### config.mk
export PLATFORM = sky130hd
export DESIGN_NAME = alu_sched_flat
export DESIGN_NICKNAME = d
export VERILOG_FILES = /design/src/rtl/y86_alu_pkg.sv /design/src/rtl/alu_sched_if.sv /design/src/rtl/alu_sched_rr_arb2.sv /design/src/rtl/alu_sched.sv /design/src/flat_wrapper.sv
export SDC_FILE = /design/constraint.sdc
export NUM_CORES = 1
export LEC_CHECK = 0
export CORE_AREA = 2 2 125 127
export CTS_CLUSTER_SIZE = 24
export DETAILED_ROUTE_END_ITERATION = 8
export DIE_AREA = 0 0 127 129
export PLACE_DENSITY = 0.71
export SYNTH_ARGS = -nofsm -noshare
export SYNTH_HDL_FRONTEND = slang
export SYNTH_SLANG_ARGS = --single-unit
export TNS_END_PERCENT = 20
### constraint.sdc
create_clock -name clk -period 2 [get_ports clk]
set_input_delay 0.2 -clock clk [delete_from_list [all_inputs] [get_ports clk]]
set_output_delay 0.2 -clock clk [all_outputs]
set_load 0.1 [all_outputs]
### src/rtl/y86_alu_pkg.sv
// Shared Y86 ALU definitions: opcodes, ZSO bit positions, datapath width and CC reset value.
package y86_alu_pkg;

  localparam int DATA_W = 32;

  localparam logic [3:0] ALU_ADD = 4'h0;
  localparam logic [3:0] ALU_SUB = 4'h1;
  localparam logic [3:0] ALU_AND = 4'h2;
  localparam logic [3:0] ALU_XOR = 4'h3;

  localparam int ZSO_Z = 2;
  localparam int ZSO_S = 1;
  localparam int ZSO_O = 0;

  localparam logic [2:0] CC_RST_VAL = 3'b100;

  typedef enum logic {
    PORT_EXE = 1'b0,
    PORT_AUX = 1'b1
  } port_e;

endpackage

### src/rtl/alu_sched_if.sv
// Request/response bundle between the two ALU requesters and alu_sched.
interface alu_sched_if;
  import y86_alu_pkg::*;

  logic [1:0]        req_valid;
  logic [1:0]        req_ready;
  logic [DATA_W-1:0] req_a0;
  logic [DATA_W-1:0] req_b0;
  logic [DATA_W-1:0] req_a1;
  logic [DATA_W-1:0] req_b1;
  logic [3:0]        req_op0;
  logic [3:0]        req_op1;
  logic              req_setcc0;
  logic [1:0]        rsp_valid;
  logic [1:0]        rsp_ready;
  logic [DATA_W-1:0] rsp_data0;
  logic [DATA_W-1:0] rsp_data1;
  logic [2:0]        rsp_zso0;
  logic [2:0]        rsp_zso1;

  modport master (
    output req_valid, req_a0, req_b0, req_a1, req_b1, req_op0, req_op1, req_setcc0, rsp_ready,
    input  req_ready, rsp_valid, rsp_data0, rsp_data1, rsp_zso0, rsp_zso1
  );

  modport slave (
    input  req_valid, req_a0, req_b0, req_a1, req_b1, req_op0, req_op1, req_setcc0, rsp_ready,
    output req_ready, rsp_valid, rsp_data0, rsp_data1, rsp_zso0, rsp_zso1
  );

endinterface

### src/rtl/alu_sched_rr_arb2.sv
// Two-way arbiter: round-robin on a last-grant pointer, or fixed priority to port 0.
module rr_arb2
  import y86_alu_pkg::*;
#(
  parameter bit FIXED_PRI = 1'b0
) (
  input  logic       clk,
  input  logic       rst,
  input  logic [1:0] req,
  output logic [1:0] gnt
);

  port_e last_reg;
  port_e last_next;

  always_ff @(posedge clk) begin
    if (rst) begin
      last_reg <= PORT_EXE;
    end else begin
      last_reg <= last_next;
    end
  end

  // On a conflict the port that did not win last time goes first.
  always_comb begin
    gnt = req;
    if (req == 2'b11) begin
      gnt = (FIXED_PRI || last_reg == PORT_AUX) ? 2'b01 : 2'b10;
    end
  end

  always_comb begin
    last_next = last_reg;
    if (gnt[0]) begin
      last_next = PORT_EXE;
    end else if (gnt[1]) begin
      last_next = PORT_AUX;
    end
  end

endmodule

### src/rtl/alu_sched.sv
// Shares one combinational Y86 ALU between execute (port 0) and aux (port 1); owns result slots and CC.
// Optional grant/conflict counters are enabled with `define ALU_SCHED_STATS_EN.
module alu_sched
  import y86_alu_pkg::*;
#(
  parameter bit         FIXED_PRI = 1'b0,
  parameter logic [2:0] CC_RST    = CC_RST_VAL
) (
  input  logic              clk,
  input  logic              rst,
  alu_sched_if.slave        bus,
  output logic [DATA_W-1:0] alu_a,
  output logic [DATA_W-1:0] alu_b,
  output logic [3:0]        alu_op,
  input  logic [DATA_W-1:0] alu_vale,
  input  logic [2:0]        alu_zso,
  output logic [2:0]        cc,
  output logic              busy
`ifdef ALU_SCHED_STATS_EN
  ,
  output logic [31:0]       stat_gnt0,
  output logic [31:0]       stat_gnt1,
  output logic [31:0]       stat_conflict
`endif
);

  logic [1:0]        slot_free;
  logic [1:0]        elig;
  logic [1:0]        gnt;
  logic [1:0]        rsp_valid_w;
  logic [DATA_W-1:0] rsp_data_w [2];
  logic [2:0]        rsp_zso_w  [2];
  logic [2:0]        cc_reg;

  // A slot can take a new result if it is empty or being drained this cycle.
  for (genvar gi = 0; gi < 2; gi++) begin : g_slot
    logic              valid_reg;
    logic [DATA_W-1:0] data_reg;
    logic [2:0]        zso_reg;

    assign slot_free[gi] = ~valid_reg | bus.rsp_ready[gi];
    assign elig[gi]      = bus.req_valid[gi] & slot_free[gi];

    always_ff @(posedge clk) begin
      if (rst) begin
        valid_reg <= 1'b0;
        data_reg  <= '0;
        zso_reg   <= '0;
      end else if (gnt[gi]) begin
        valid_reg <= 1'b1;
        data_reg  <= alu_vale;
        zso_reg   <= alu_zso;
      end else if (bus.rsp_ready[gi]) begin
        valid_reg <= 1'b0;
      end
    end

    assign rsp_valid_w[gi] = valid_reg;
    assign rsp_data_w[gi]  = data_reg;
    assign rsp_zso_w[gi]   = zso_reg;
  end

  rr_arb2 #(
    .FIXED_PRI(FIXED_PRI)
  ) u_arb (
    .clk(clk),
    .rst(rst),
    .req(elig),
    .gnt(gnt)
  );

  always_comb begin
    alu_a  = '0;
    alu_b  = '0;
    alu_op = '0;
    if (gnt[0]) begin
      alu_a  = bus.req_a0;
      alu_b  = bus.req_b0;
      alu_op = bus.req_op0;
    end else if (gnt[1]) begin
      alu_a  = bus.req_a1;
      alu_b  = bus.req_b1;
      alu_op = bus.req_op1;
    end
  end

  // Only the execute stage may update the architectural flags.
  always_ff @(posedge clk) begin
    if (rst) begin
      cc_reg <= CC_RST;
    end else if (gnt[0] && bus.req_setcc0) begin
      cc_reg <= alu_zso;
    end
  end

  assign bus.req_ready = gnt;
  assign bus.rsp_valid = rsp_valid_w;
  assign bus.rsp_data0 = rsp_data_w[0];
  assign bus.rsp_data1 = rsp_data_w[1];
  assign bus.rsp_zso0  = rsp_zso_w[0];
  assign bus.rsp_zso1  = rsp_zso_w[1];
  assign cc            = cc_reg;
  assign busy          = |gnt;

`ifdef ALU_SCHED_STATS_EN
  logic [31:0] stat_gnt0_reg;
  logic [31:0] stat_gnt1_reg;
  logic [31:0] stat_conflict_reg;

  always_ff @(posedge clk) begin
    if (rst) begin
      stat_gnt0_reg     <= '0;
      stat_gnt1_reg     <= '0;
      stat_conflict_reg <= '0;
    end else begin
      if (gnt[0]) stat_gnt0_reg <= stat_gnt0_reg + 32'd1;
      if (gnt[1]) stat_gnt1_reg <= stat_gnt1_reg + 32'd1;
      if (&elig)  stat_conflict_reg <= stat_conflict_reg + 32'd1;
    end
  end

  assign stat_gnt0     = stat_gnt0_reg;
  assign stat_gnt1     = stat_gnt1_reg;
  assign stat_conflict = stat_conflict_reg;
`endif

endmodule

### src/flat_wrapper.sv
// flat-port wrapper written by rule: the top's interface ports become plain ports
module alu_sched_flat import y86_alu_pkg::*;
#(
  parameter bit         FIXED_PRI = 1'b0,
  parameter logic [2:0] CC_RST    = CC_RST_VAL
)
  (clk, rst, alu_a, alu_b, alu_op, alu_vale, alu_zso, cc, busy, bus_req_valid, bus_req_a0, bus_req_b0, bus_req_a1, bus_req_b1, bus_req_op0, bus_req_op1, bus_req_setcc0, bus_rsp_ready, bus_req_ready, bus_rsp_valid, bus_rsp_data0, bus_rsp_data1, bus_rsp_zso0, bus_rsp_zso1);
  alu_sched_if bus_i ();
  input  logic clk;
  input  logic rst;
  output logic [DATA_W-1:0] alu_a;
  output logic [DATA_W-1:0] alu_b;
  output logic [3:0] alu_op;
  input  logic [DATA_W-1:0] alu_vale;
  input  logic [2:0] alu_zso;
  output logic [2:0] cc;
  output logic busy;
  input wire logic [$bits(bus_i.req_valid)-1:0] bus_req_valid;
  input wire logic [$bits(bus_i.req_a0)-1:0] bus_req_a0;
  input wire logic [$bits(bus_i.req_b0)-1:0] bus_req_b0;
  input wire logic [$bits(bus_i.req_a1)-1:0] bus_req_a1;
  input wire logic [$bits(bus_i.req_b1)-1:0] bus_req_b1;
  input wire logic [$bits(bus_i.req_op0)-1:0] bus_req_op0;
  input wire logic [$bits(bus_i.req_op1)-1:0] bus_req_op1;
  input wire logic [$bits(bus_i.req_setcc0)-1:0] bus_req_setcc0;
  input wire logic [$bits(bus_i.rsp_ready)-1:0] bus_rsp_ready;
  output wire logic [$bits(bus_i.req_ready)-1:0] bus_req_ready;
  output wire logic [$bits(bus_i.rsp_valid)-1:0] bus_rsp_valid;
  output wire logic [$bits(bus_i.rsp_data0)-1:0] bus_rsp_data0;
  output wire logic [$bits(bus_i.rsp_data1)-1:0] bus_rsp_data1;
  output wire logic [$bits(bus_i.rsp_zso0)-1:0] bus_rsp_zso0;
  output wire logic [$bits(bus_i.rsp_zso1)-1:0] bus_rsp_zso1;
  assign bus_i.req_valid = bus_req_valid;
  assign bus_i.req_a0 = bus_req_a0;
  assign bus_i.req_b0 = bus_req_b0;
  assign bus_i.req_a1 = bus_req_a1;
  assign bus_i.req_b1 = bus_req_b1;
  assign bus_i.req_op0 = bus_req_op0;
  assign bus_i.req_op1 = bus_req_op1;
  assign bus_i.req_setcc0 = bus_req_setcc0;
  assign bus_i.rsp_ready = bus_rsp_ready;
  assign bus_req_ready = bus_i.req_ready;
  assign bus_rsp_valid = bus_i.rsp_valid;
  assign bus_rsp_data0 = bus_i.rsp_data0;
  assign bus_rsp_data1 = bus_i.rsp_data1;
  assign bus_rsp_zso0 = bus_i.rsp_zso0;
  assign bus_rsp_zso1 = bus_i.rsp_zso1;
  alu_sched #(.FIXED_PRI(FIXED_PRI), .CC_RST(CC_RST)) u_core (.clk(clk), .rst(rst), .bus(bus_i), .alu_a(alu_a), .alu_b(alu_b), .alu_op(alu_op), .alu_vale(alu_vale), .alu_zso(alu_zso), .cc(cc), .busy(busy));
endmodule
==> flow_summary_export.csv <==
group,metric,value,unit
layout,drive_gt1_frac,0.3498,
global_route,grt_max_degree,47,
critical_path,start_kind,"input pin",
critical_path,r2r-start,"u_core.g_slot[1].valid_reg",
power_and_ir_drop,power_density,848.1,nW/um^2
clock_network,max-clock-path-buffers,2,
sta,hold_ws,0.4250,ns
route,drc,0,
global_route,grt.total_usage,0.1982,
sta,fmax,471.5,MHz
die,die_area,16380,sq um
power_and_ir_drop,leakagePower,0.003508,uW
outcome,run_status,"complete, but fails checks",
synthesis,synthCells,421,
placed_design,port_buffers,323,
synthesis,synth-async-reset-ratio,0,
sta,finalMaxSlewViolations,0,
synthesis,ys_warn_count,0,
global_route,antenna_found_initial,2,
job,maxCapViolations,0,
layout,layout_common_cells,"176 x clkdlybuf4s50_1, 143 x nand2_1, 91 x buf_4, 78 x buf_12, 74 x dfxtp_1",
sta,grt_setup_unrepaired,"yes",
placed_design,place_area,7431,sq um
synthesis,synth_top_family_by_area,"compound AO/OA/AOI/OAI gates",
power_and_ir_drop,power.ir.vdd_worst,362.6,uV
global_route,busiest_layer,"met2",
route,via_per_inst,4.716,
clock_network,clock-sinks,76,
critical_path,critPathMaxFanout,36,
global_route,grt_overflow,0,
synthesis,synth_area,3418,sq um
layout,final_common_cell,"clkdlybuf4s50_1",
route,ant_nets,0,
sta,clock_skew,0.006150,ns
sta,relSlewSlack,0.5152,
critical_path,required,1.80,ns
sta,worst_slack,-0.1208,ns
route,first_pass_iters,4,
clock_network,clk_pin_slew_worst_paths,0.05,ns
global_route,use_met3,0.08025,
layout,fill_cells,1331,
die,die_w,127,microns
placed_design,gp_congestion,0.8254,
clock_network,cts_tree,"built",
clock_network,cts-root-buf,"clkbuf_16",
critical_path,cp-startpoint,"bus_req_valid[1]",
route,dr.first_iter.drc_count,222,
global_route,grt_first_pass_wirelength,24710,microns
die,ios,324,
layout,design_area,8330,sq um
sta,fin_crit_sh,1.060,
sta,max_slew.worst_pin.slew,0.7271,ns
route,dr_total_vias,4428,
critical_path,critPathArrivalTime,1.92,ns
die,rows,45,
clock_network,cts_max_level,3,
layout,area_growth,143.7,%
synthesis,synth_fa_ha_area_frac,0,
sta,finalCriticalPeriod,2.121,ns
synthesis,synth_compound_area_frac,0.3137,
critical_path,r2r_slack,0.28,ns
layout,multi_input_area,2077,sq um
die,core_area,14980,sq um
synthesis,ys.flop_type,"dfxtp_1",
synthesis,synth_xor_area_frac,0,
hold_path,hold_class,"input pin to flip-flop",
global_route,grt_pass1_vias,4457,
critical_path,reg2reg_depth,8,
synthesis,avgSynthCellArea,8.119,sq um
synthesis,synth_seq_area_share,0.4451,
route,wirelength,17380,microns
outcome,violations,"setup timing",
layout,layout.nets,924,
layout,fin_cells,939,
die,start_util,0.2282,
synthesis,synth-simple-area-share,0.1702,
clock_network,cts-buffers-inserted,9,
synthesis,synthDistinctLibCells,24,
placed_design,placed_cells,913,
sta,setup_violations,70,
global_route,use_met1,0.2053,
synthesis,synth-seq-cells,76,
synthesis,synthMuxAreaShare,0,
critical_path,reg2reg_to,"u_core.bus.rsp_data0[8]",
die,fp.dieH,129,microns
placed_design,place_hpwl,12920,microns
critical_path,worstSetupEndpoint,"alu_a[31]",
clock_network,ctsHoldBuffers,0,
clock_network,clock_latency,0.33,ns
layout,regArea,1524,sq um
route,post_drt_wl_per_cell,18.51,microns
synthesis,synth_edf_count,0,
synthesis,syn_nets,599,
critical_path,crit_type,"input pin to primary output",
global_route,use_met2,0.3602,
critical_path,endpoint_kind,"primary output",
sta,hold_viol,0,
synth_stat cells, types with 2 or more instances:
cell type	instances	area [sq um]
buf_6	4	45.04
a22o_1	68	595.6
nand3_1	3	15.01
buf_4	5	37.54
buf_1	4	15.01
dfxtp_1	76	1521
a21oi_1	66	330.3
a21oi_2	9	78.83
o21ai_0	3	15.01
buf_2	12	60.06
inv_2	2	7.510
clkbuf_1	14	52.55
a311o_1	2	20.02
nand2_1	143	536.8
cell type report:
type / count / area share
Antenna cell: 2 / 0.0006008
Tap cell: 188 / 0.02824
Multi-Input combinational cell: 301 / 0.2493
Timing Repair Buffer: 354 / 0.5012
Sequential cell: 76 / 0.1829
Inverter: 4 / 0.002704
Clock buffer: 12 / 0.03079
Clock inverter: 2 / 0.004205
metal layers:
metal / vias up / wire [microns]
met4: 0 / 421
met3: 29 / 1758
met1: 2063 / 5962
li1: 2116 / -
met2: 220 / 9237
met5: - / 0
timing repair:
action,4_1_cts,5_1_grt
pin swaps,32,3
gates cloned,3,3
endpoints found under the setup margin,70,70
setup buffers,5,0
resized for setup,25,34
worst min path at each step:
stage	startpoint	end	slack, ns	cells after the start
2_1_floorplan	bus_req_valid[0]	u_core.u_arb.last_reg	0.32	1
3_3_place_gp	u_core.bus.rsp_data1[16]	u_core.bus.rsp_data1[16]	0.44	2
3_5_place_dp	u_core.bus.rsp_zso0[0]	u_core.bus.rsp_zso0[0]	0.45	2
4_1_cts	rst	u_core.g_slot[1].valid_reg	0.41	2
5_1_grt	rst	u_core.bus.rsp_data1[13]	0.44	2
6_report	rst	u_core.bus.rsp_data1[13]	0.42	2
per-stage QoR:
step	setup WS (ns)	TNS (ns)	total power (uW)	util
3_5_place_dp	-0.1093	-5.917	5267	0.4962
6_report	-0.1208	-5.928	7065	0.5562
5_1_grt	-0.1556	-8.624	7293	0.5562
3_3_place_gp	-0.09848	-5.478	5255	0.4962
2_1_floorplan	-0.2276	-9.141	3910	-
4_1_cts	-0.1719	-8.526	7003	0.5347
where the power goes:
part	internal [uW]	leakage [uW]	switching, uW
logic	1370	0.00274	2430
registers	1610	0.000625	52.8
clock network	1020	0.000145	582
total	4010	0.00351	3060
kinds of logic (layout without fill, tap and decap cells):
family	after synthesis	after routing
AO/OA/AOI/OAI	151	151
AND/OR/NAND/NOR	150	150
flip-flops	76	76
buffers and inverters	44	372
other	0	2
worst max-delay path: stages:
cell	delay [ns]
clkdlybuf4s50_1	0.51
inv_2	0.06
o311ai_4	0.33
clkinv_4	0.16
buf_12	0.21
a22o_4	0.25
buf_12	0.16
Power figures use the tool's default switching activity.
